## config.mk

```make
export PLATFORM = sky130hd
export DESIGN_NAME = pipe_stage_ctrl
export DESIGN_NICKNAME = d
export VERILOG_FILES = /design/src/rtl/pipe_stage_ctrl.sv
export SDC_FILE = /design/constraint.sdc
export NUM_CORES = 1
export LEC_CHECK = 0
export ABC_CLOCK_PERIOD_IN_PS = 2100
export CORE_MARGIN = 5
export CORE_UTILIZATION = 43
export CTS_BUF_LIST = sky130_fd_sc_hd__clkbuf_4 sky130_fd_sc_hd__clkbuf_8 sky130_fd_sc_hd__clkbuf_16
export CTS_CLUSTER_SIZE = 25
export DETAILED_ROUTE_END_ITERATION = 12
export PLACE_DENSITY_LB_ADDON = 0.15
export SYNTH_ARGS = -nofsm -noshare
export SYNTH_HDL_FRONTEND = slang
export SYNTH_SLANG_ARGS = --single-unit
```

## constraint.sdc

```tcl
create_clock -name clk -period 2.1 [get_ports clk]
set_input_delay 0.315 -clock clk [delete_from_list [all_inputs] [get_ports clk]]
set_output_delay 0.315 -clock clk [all_outputs]
set_load 0.05 [all_outputs]
```

## src/rtl/pipe_stage_ctrl.sv

```systemverilog
// pipe_stage_ctrl: parametrised pipeline sequencer (valid tracking, load enables, bubbles, stall/flush, stall watchdog)
// Ports: clk, reset (async active-high), cpu_ena (global run), stall_req/flush_req (per stage),
//        stage_ena/stage_valid/bubble (per stage), drained, stall_timeout (sticky), stall_cnt.
// Optional: define PIPE_PERF_CNT_EN to add perf_stall_cycles, perf_flush_cycles and perf_retired.
module pipe_stage_ctrl #(
  parameter int STAGES = 5,
  parameter int WD_W = 8,
  parameter int MAX_STALL = 200
) (
  input  logic              clk,
  input  logic              reset,
  input  logic              cpu_ena,
  input  logic [STAGES-1:0] stall_req,
  input  logic [STAGES-1:0] flush_req,
  output logic [STAGES-1:0] stage_ena,
  output logic [STAGES-1:0] stage_valid,
  output logic [STAGES-1:0] bubble,
  output logic              drained,
  output logic              stall_timeout,
  output logic [WD_W-1:0]   stall_cnt
`ifdef PIPE_PERF_CNT_EN
  ,
  output logic [31:0]       perf_stall_cycles,
  output logic [31:0]       perf_flush_cycles,
  output logic [31:0]       perf_retired
`endif
);
  logic [STAGES-1:0] valid, hold, fmask, in_valid, valid_nxt;
  logic [WD_W-1:0] cnt_nxt;
  logic wd_hit;
  // A request at stage k affects k and every stage upstream of it
  for (genvar i = 0; i < STAGES; i++) begin : g_mask
    assign hold[i] = |stall_req[STAGES-1:i];
    assign fmask[i] = |flush_req[STAGES-1:i];
  end
  assign in_valid = {valid[STAGES-2:0] & ~hold[STAGES-2:0] & ~fmask[STAGES-2:0], 1'b1};
  assign stage_ena = {STAGES{cpu_ena & ~reset}} & ~hold;
  assign bubble = stage_ena & ~in_valid;
  assign valid_nxt = (hold & valid & ~fmask) | (~hold & in_valid);
  assign stage_valid = valid;
  assign drained = ~|valid;
  // Watchdog only counts while a held stage actually contains an instruction
  assign wd_hit = |(valid & hold);
  assign cnt_nxt = wd_hit ? stall_cnt + WD_W'(~&stall_cnt) : '0;
  always_ff @(posedge clk or posedge reset) begin
    if (reset) begin
      valid <= '0;
      stall_cnt <= '0;
      stall_timeout <= 1'b0;
    end else if (cpu_ena) begin
      valid <= valid_nxt;
      stall_cnt <= cnt_nxt;
      stall_timeout <= stall_timeout | (cnt_nxt >= WD_W'(MAX_STALL));
    end
  end
`ifdef PIPE_PERF_CNT_EN
  always_ff @(posedge clk or posedge reset) begin
    if (reset) begin
      perf_stall_cycles <= '0;
      perf_flush_cycles <= '0;
      perf_retired <= '0;
    end else if (cpu_ena) begin
      perf_stall_cycles <= perf_stall_cycles + 32'(|stall_req);
      perf_flush_cycles <= perf_flush_cycles + 32'(|flush_req);
      perf_retired <= perf_retired + 32'(valid[STAGES-1]);
    end
  end
`endif
endmodule

```

==> out/metrics.yaml, run 1 <==
clock_network:
  cts_tree: "done"
  clk-insertion-delay-late_ns: 0.28
  cts_buffer_depth: 2
  htree_num_levels: 1
  hold_buffers: 0
  cts_made_buffers: 3
  clk_pin_slew_ns: 0.09
  cts_sinks: 14
  clock_tree.root_cell: "clkbuf_4"
logic_synthesis:
  netlist_area_sq_um: 971
  syn_inst: 116
  synth-seq-cells: 14
  synth_edf_count: 0
  syn-num-nets: 131
  async_flop_share: 1.00
  synth-warning-count: 0
  syn_avg_cell_area_sq_um: 8.37
  synth_flop_cell: "dfrtp_1"
  synth.distinct_cells: 37
  ys_seq_area_frac: 0.361
floorplanning:
  num_io_pins: 38
  core_area_sq_um: 2190
  start_util: 0.443
  rows: 17
  die_area_sq_um: 3310
  die_w_um: 57.5
  die-height_um: 57.5
sta:
  worst_pin_slew_ns: 0.509
  rsz0062_at_grt: "yes"
  hold_violations: 0
  setup_viol: 0
  drv_slew: 0
  finalCriticalPeriod_ns: 2.05
  period_share: 0.976
  max_freq_mhz: 488
  skew_ns: 0.00726
  relSlewSlack: 0.660
route:
  dr.first_iter.drc_count: 17
  num_vias: 1105
  drt-total-wl_um: 3050
  drt-wirelength-per-cell_um: 15.2
  drc: 0
  drtAntennaViolNets: 0
  routed_via_density: 5.50
  drtPass1Iterations: 4
grt:
  grtUsageTotal: 0.196
  grt_pass1_vias: 1149
  grt_max_degree: 15
  overflow: 0
  antenna_found_initial: 0
  grt_pass1_wl_um: 5090
placed_design:
  dp_hpwl_um: 2430
  io_buffers: 36
  place.gp.congestion: 0.854
  post_dp_cell_area_sq_um: 1640
setup_path:
  critPathCaptureType: "output port"
  cp-start-kind: "input port"
  required_ns: 1.78
  path_max_fanout: 5
  arrival_ns: 1.73
  critPathKind: "in2out"
hold_path:
  hold_class: "in2async"
power_and_ir_drop:
  leakage_uw: 0.000725
  peakVddDrop_uv: 253
  cellPowerDensity_nw_per_um2: 338
layout:
  drive_gt1_frac: 0.376
  num_antenna_cells: 0
  final_common_cell: "clkdlybuf4s50_1"
  area_delta_synth_final_pct: 78.1
  final_area_sq_um: 1730
  final_core_util: 0.789
  final_nets: 189
  layout_common_cells: "clkdlybuf4s50_1, buf_4, o21ai_0, buf_12, nand3_1"
run_status:
  status: "completed"
run:
  maxCapViolations: 0
[worst max-delay path, cell delays in order]
cell and delay (ns):
clkdlybuf4s50_1 0.43, buf_4 0.16, nor3_2 0.21, buf_4 0.14
nand3_1 0.10, and2_1 0.21, buf_12 0.15
[cell families after synthesis]
| family | synth area share |
|---|---|
| AND/OR/NAND/NOR | 0.309 |
| AO/OA/AOI/OAI | 0.200 |
| flip-flops | 0.361 |
| buffers and inverters | 0.0670 |
| adder cells (fa/ha/maj) | 0.0258 |
| XOR/XNOR | 0.0180 |
| other | 0.00386 |
| multiplexers | 0.0155 |
[flip-flops by register name (all words and copies together), names as in the netlist]
register	count
stall_cnt	8
stage_valid	5
stall_timeout	1
[Yosys cell counts (2+ instances only)]
cell type / count / area share
a22o_2: 2 / 0.021
a31oi_1: 3 / 0.019
and2_1: 2 / 0.013
and3_1: 5 / 0.032
clkbuf_1: 3 / 0.012
dfrtp_1: 14 / 0.36
ha_1: 2 / 0.026
inv_1: 8 / 0.031
nand2_1: 8 / 0.031
nand2b_1: 2 / 0.013
nand3_1: 10 / 0.052
nand4_1: 2 / 0.013
nor2_1: 6 / 0.023
nor2b_1: 2 / 0.013
nor3_1: 8 / 0.041
nor4_1: 3 / 0.019
nor4b_1: 2 / 0.018
o21ai_0: 14 / 0.072
xnor2_1: 2 / 0.018
[repair_timing]
action	4_1_cts	5_1_grt
resized for setup	4	4
pin swaps	0	1
buffers inserted	0	2
setup endpoints to repair	5	6
[path summary, 6_finish.rpt]
kind                                           start                         end  slack, ns  cells after the start
setup / recovery                        stall_req[4]                   bubble[3]       0.05                      7
hold / removal                                 reset  stage_valid[2]$_DFFE_PP0P_       0.44                      3
setup reg to reg            stall_cnt[2]$_DFFE_PP0P_   stall_timeout$_DFFE_PP0P_       0.13                      8
hold reg to reg            stall_timeout$_DFFE_PP0P_   stall_timeout$_DFFE_PP0P_       0.49                      1
max in group asynchronous                      reset    stall_cnt[0]$_DFFE_PP0P_       1.47                      3
min in group clk           stall_timeout$_DFFE_PP0P_   stall_timeout$_DFFE_PP0P_       0.49                      1
[area by class of cell]
class	count	area [sq um]
clock buffer	4	30.0
sequential	14	359
fill	144	462
tap	28	35.0
timing repair buffer	59	646
multi-input combinational	88	629
inverter	8	30.0
[layer usage]
metal,track usage,vias to the layer above,wire [um]
met5,0,-,0
met4,0.0894,0,94
met3,0.0430,10,192
met2,0.369,44,1620
met1,0.204,515,1140
li1,-,536,-
[stage by stage]
stage | total power [uW] | hold slack [ns] | TNS [ns] | worst slack [ns] | cells
2_1_floorplan | 336 | 0.220 | -0.453 | -0.266 | 116
3_3_place_gp | 410 | 0.470 | -0.0342 | -0.0272 | 195
3_5_place_dp | 412 | 0.471 | -0.276 | -0.0799 | 195
4_1_cts | 586 | 0.428 | 0 | 0.00887 | 199
5_1_grt | 612 | 0.468 | -0.152 | -0.0495 | 201
6_report | 584 | 0.440 | 0 | 0.0504 | 201
[power breakdown]
group,internal (uW),total (uW),switching (uW)
combinational,66.5,141,74.3
sequential,270,272,1.56
clock,86.5,172,85.1
Power figures use the tool's default switching activity.
==> run 2: changes to the inputs <==
CORE_UTILIZATION = 35   (was 43)
GPL_ROUTABILITY_DRIVEN = 0   (was default)
SETUP_SLACK_MARGIN = 0.5   (was default)
==> run 2 against run 1 <==
Hold slack got worse by 0.19 ns. Global-route usage grew 1.4 points. Total power grew 15%. First-iteration DRC count grew to 4.1 times the previous value. Via count rose by 17%. Wire length grew 44%. Worst setup slack improved by 0.19 ns. Clock-buffer cell count did not move. Cell area increased by 26%. Largest power group unchanged. Register-to-register slack better by 0.12 ns. Critical path depth increased by 1. Final cell count grew 15%.
==> out/metrics.yaml, run 2 (same netlist as run 1, synthesis figures left out) <==
run_status:
  status: "completed"
floorplanning:
  die_area_sq_um: 3930
  die-height_um: 62.7
  core_area_sq_um: 2710
  rows: 19
  num_io_pins: 38
  die_w_um: 62.7
  start_util: 0.358
route:
  drt-total-wl_um: 4410
  drt-wirelength-per-cell_um: 19.0
  num_vias: 1294
  drc: 0
  dr.first_iter.drc_count: 69
  routed_via_density: 5.58
  drtPass1Iterations: 4
  drtAntennaViolNets: 0
layout:
  final_core_util: 0.801
  regMostFlops: "stall_cnt"
  layout_common_cells: "buf_4, buf_6, buf_12, dfrtp_2"
  final_common_cell: "buf_4"
  drive_gt1_frac: 0.632
  area_delta_synth_final_pct: 124
  final_nets: 217
  largest_register_ff_count: 8
  num_antenna_cells: 0
setup_path:
  required_ns: 2.29
  path_delay_family: "simple AND/OR/NAND/NOR gates"
  cp-start-kind: "register"
  cp_cell_sequence: "and3_4, nand4_1, ha_2, and2_4, nand4_1, xnor2_1, and2_4, mux2_4"
  path_max_fanout: 3
  arrival_ns: 2.04
  critPathCaptureType: "register"
  cp.buffers_inverters: 0
  cp_slowest_cell: "dfrtp_2"
  cpPeakStageDelay_ns: 0.43
  critPathKind: "reg2reg"
power_and_ir_drop:
  p_seq_frac: 0.405
  clkPwrFrac: 0.313
  switching_share: 0.309
  leakage_uw: 0.00100
  p_int_uw: 464
  p_comb_frac: 0.281
  power.switching_uw: 207
  peakVddDrop_uv: 297
  finalPower_uw: 671
  cellPowerDensity_nw_per_um2: 309
sta:
  rsz0062_at_grt: "yes"
  hold_violations: 0
  max_freq_mhz: 539
  drv_slew: 0
  setup_viol: 0
  finalCriticalPeriod_ns: 1.85
  period_share: 0.883
  skew_ns: 0.00628
clock_network:
  cts_sinks: 14
  cts_made_buffers: 3
  cts_tree: "done"
  clk_pin_slew_ns: 0.10
  htree_num_levels: 1
  cts_buffer_depth: 2
  clk-insertion-delay-late_ns: 0.29
  clock_tree.root_cell: "clkbuf_4"
placed_design:
  dp_hpwl_um: 2360
  io_buffers: 36
grt:
  grt.met2_usage: 0.378
  grt_pass1_wl_um: 6670
  globalRouteMet1Util: 0.237
  grt_use_met3: 0.0432
  grt_pass1_vias: 1379
  antenna_found_initial: 0
  grtUsageTotal: 0.210
  overflow: 0
  grt_max_degree: 21
  gr-max-usage-layer: "met2"
run:
  maxCapViolations: 0
hold_path:
  hold_class: "in2async"
==> run 2: changes by cell type in the layout (fill, tap and decap cells not counted), sizes merged <==
cell and change:
dlygate4sd2 +9, inv -1, dlymetal6s2s +2, clkbuf +4
clkdlybuf4s50 -26, clkinvlp +1, buf +35, clkdlybuf4s15 +4
==> run 2: final timing paths <==
| check | endpoint | slack (ns) | depth (start not counted) | from |
|---|---|---|---|---|
| max | stall_cnt[7]$_DFFE_PP0P_ | 0.25 | 8 | stall_cnt[2]$_DFFE_PP0P_ |
| min | stall_cnt[0]$_DFFE_PP0P_ | 0.25 | 3 | reset |
| max in group asynchronous | stall_cnt[4]$_DFFE_PP0P_ | 1.65 | 3 | reset |
| max reg2reg | stall_cnt[7]$_DFFE_PP0P_ | 0.25 | 8 | stall_cnt[2]$_DFFE_PP0P_ |
| min in group clk | stage_valid[4]$_DFFE_PP0P_ | 0.43 | 5 | flush_req[4] |
| min reg2reg | stall_timeout$_DFFE_PP0P_ | 0.47 | 1 | stall_timeout$_DFFE_PP0P_ |
==> run 2: cell type report <==
| class | count | area [sq um] |
|---|---|---|
| Timing Repair Buffer | 87 | 885 |
| Multi-Input combinational cell | 88 | 815 |
| Fill cell | 160 | 538 |
| Sequential cell | 14 | 364 |
| Tap cell | 31 | 38.8 |
| Clock buffer | 4 | 36.3 |
| Inverter | 8 | 33.8 |
==> run 2: repair_timing <==
item                                    CTS  global route
pin swaps                                21            16
hold buffers                              0             0
gates resized for setup                  73            33
setup buffers                            26             7
endpoints found under the setup margin   34            21
==> run 2: power by group through the flow <==
stage | combinational, uW | clock, uW | sequential [uW]
finish | 189 | 210 | 272
global route | 199 | 231 | 272
CTS | 166 | 206 | 272
detailed placement | 143 | 0 | 277
global placement | 141 | 0 | 277
floorplan | 67.6 | 0 | 281
==> run 2: metrics by stage <==
step / hold WS, ns / instances / worst slack (ns) / setup TNS (ns) / instance area [sq um]
final: 0.252 / 232 / 0.245 / 0 / 2170
after global routing: 0.268 / 232 / 0.141 / 0 / 2170
after CTS: 0.267 / 225 / 0.264 / 0 / 2030
after global placement: 0.473 / 195 / -0.0148 / -0.0192 / 1730
after detailed placement: 0.458 / 195 / -0.0596 / -0.184 / 1730
after floorplan: 0.142 / 116 / 0.0726 / 0 / 1140
==> run 2: worst min-delay path, stage by stage <==
cell and delay [ns]:
dlygate4sd2_1 0.25, clkinvlp_4 0.11, buf_4 0.24
==> run 2: routing by layer <==
layer	vias up	share of wire
li1	597	-
met2	54	0.55
met3	12	0.046
met1	631	0.37
met4	0	0.029
met5	-	0
==> run 3: changes to the inputs <==
RECOVER_POWER = 100   (was default)
==> run 3 against run 2 <==
Sequential share of layout area rose by 0.81 points. Utilization fell by 4.0 points. Largest cell class unchanged. Via count rose by 1.9%.
==> out/metrics.yaml, run 3 (same netlist as run 1, synthesis figures left out) <==
clock_network:
  cts_sinks: 14
  cts_tree: "done"
  clock_tree.root_cell: "clkbuf_4"
  clk_pin_slew_ns: 0.09
  cts_buffer_depth: 2
  cts_made_buffers: 3
  clk-insertion-delay-late_ns: 0.29
  htree_num_levels: 1
layout:
  num_antenna_cells: 0
  largest_register_ff_count: 8
  fillers: 184
  instances_no_fill: 232
  drive_gt1_frac: 0.537
  regMostFlops: "stall_cnt"
  layout_common_cells: "buf_4, buf_6, o21ai_0, buf_12, dfrtp_2"
  final_nets: 217
  area_delta_synth_final_pct: 113
  final_common_cell: "buf_4"
sta:
  setup_ws_ns: 0.148
  setup_tns_ns: 0
  drv_slew: 0
  finalCriticalPeriod_ns: 1.95
  hold_violations: 0
  worst_pin_slew_ns: 0.959
  setup_viol: 0
  max_freq_mhz: 512
  rsz0062_at_grt: "yes"
  period_share: 0.929
  fin_hold_ws_ns: 0.431
  skew_ns: 0.00362
  relSlewSlack: 0.360
run:
  maxCapViolations: 0
route:
  drtPass1Iterations: 4
  drt-wirelength-per-cell_um: 19.0
  drc: 0
  drtAntennaViolNets: 0
  routed_via_density: 5.69
  dr.first_iter.drc_count: 73
  num_vias: 1319
  drt-total-wl_um: 4410
floorplanning:
  die-height_um: 62.7
  core_area_sq_um: 2710
  rows: 19
  die_area_sq_um: 3930
  start_util: 0.358
  num_io_pins: 38
  die_w_um: 62.7
placed_design:
  post-place-ws_ns: -0.0596
  placedCellCount: 195
  io_buffers: 36
  dp_hpwl_um: 2360
setup_path:
  required_ns: 1.78
  timing.rr.start: "stage_valid[3]$_DFFE_PP0P_"
  regToRegEndpoint: "stall_cnt[6]$_DFFE_PP0P_"
  critPathCaptureType: "output port"
  cp_slowest_cell: "nor3_1"
  cp_cell_sequence: "dlygate4sd2_1, clkinvlp_2, nand2_1, buf_4, nor3_1, buf_12"
  critPathKind: "in2out"
  reg2regPathDepth: 7
  startpoint: "reset"
  path_max_fanout: 3
  r2r_slack_ns: 0.19
  cp-start-kind: "input port"
  arrival_ns: 1.64
  cpPeakStageDelay_ns: 0.37
  endpoint: "stage_ena[0]"
grt:
  overflow: 0
  grt_pass1_vias: 1379
  antenna_found_initial: 0
  grt_pass1_wl_um: 6670
  grtUsageTotal: 0.210
  grt_max_degree: 21
hold_path:
  hold_depth: 5
  hold_class: "in2reg"
power_and_ir_drop:
  peakVddDrop_uv: 289
  leakage_uw: 0.000949
  cellPowerDensity_nw_per_um2: 317
run_status:
  status: "completed"
-- run 3: cell types whose count changed in the layout (fill, tap and decap cells not counted), sizes merged --
cell and change:
clkdlybuf4s25 +1, clkbuf +6, buf -4, clkdlybuf4s15 -3
-- run 3: layout make-up --
type	count	area (sq um)	share of cell area
repair buffers	87	853	0.413
multi-input cells	88	742	0.359
flip-flops and latches	14	363	0.176
well taps	31	38.8	0.0188
clock buffers	4	36.3	0.0176
inverters	8	31.3	0.0152
-- run 3: report_power, final --
part	internal, uW	switching, uW
registers	270	1.39
clock network	106	99.6
logic	82.4	94.4
total	458	195
-- run 3: worst min path at each step --
stage                              startpoint                          to  slack [ns]
floorplan                               reset  stage_valid[1]$_DFFE_PP0P_        0.14
global placement    stall_timeout$_DFFE_PP0P_   stall_timeout$_DFFE_PP0P_        0.47
detailed placement  stall_timeout$_DFFE_PP0P_   stall_timeout$_DFFE_PP0P_        0.46
CTS                                     reset  stage_valid[1]$_DFFE_PP0P_        0.27
global route                     flush_req[4]  stage_valid[4]$_DFFE_PP0P_        0.45
finish                           flush_req[4]  stage_valid[4]$_DFFE_PP0P_        0.43
-- run 3: worst max-delay path, delay by kind of cell --
family	cells	cell delay (ns)
buffers and inverters	4	0.75
AND/OR/NAND/NOR	2	0.56
-- run 3: per-layer routing --
| layer | up-vias | share of wire | GRT usage | wire (um) |
|---|---|---|---|---|
| li1 | 594 | - | - | - |
| met3 | 16 | 0.049 | 0.0432 | 218 |
| met1 | 649 | 0.37 | 0.237 | 1650 |
| met2 | 60 | 0.54 | 0.378 | 2390 |
| met4 | 0 | 0.034 | 0.0902 | 149 |
| met5 | - | 0 | 0 | 0 |
-- run 3: stage by stage --
stage / total power [uW] / cell area, sq um / utilization
3_5_place_dp: 420 / 1730 / 0.637
2_1_floorplan: 348 / 1140 / -
3_3_place_gp: 418 / 1730 / 0.637
6_report: 654 / 2060 / 0.762
4_1_cts: 644 / 2030 / 0.747
5_1_grt: 690 / 2060 / 0.762
-- run 3: timing repair --
item,in CTS,in global routing
setup endpoints to repair,34,21
hold buffers,0,0
pin swaps,21,16
setup buffers,26,7
resized for setup,73,33
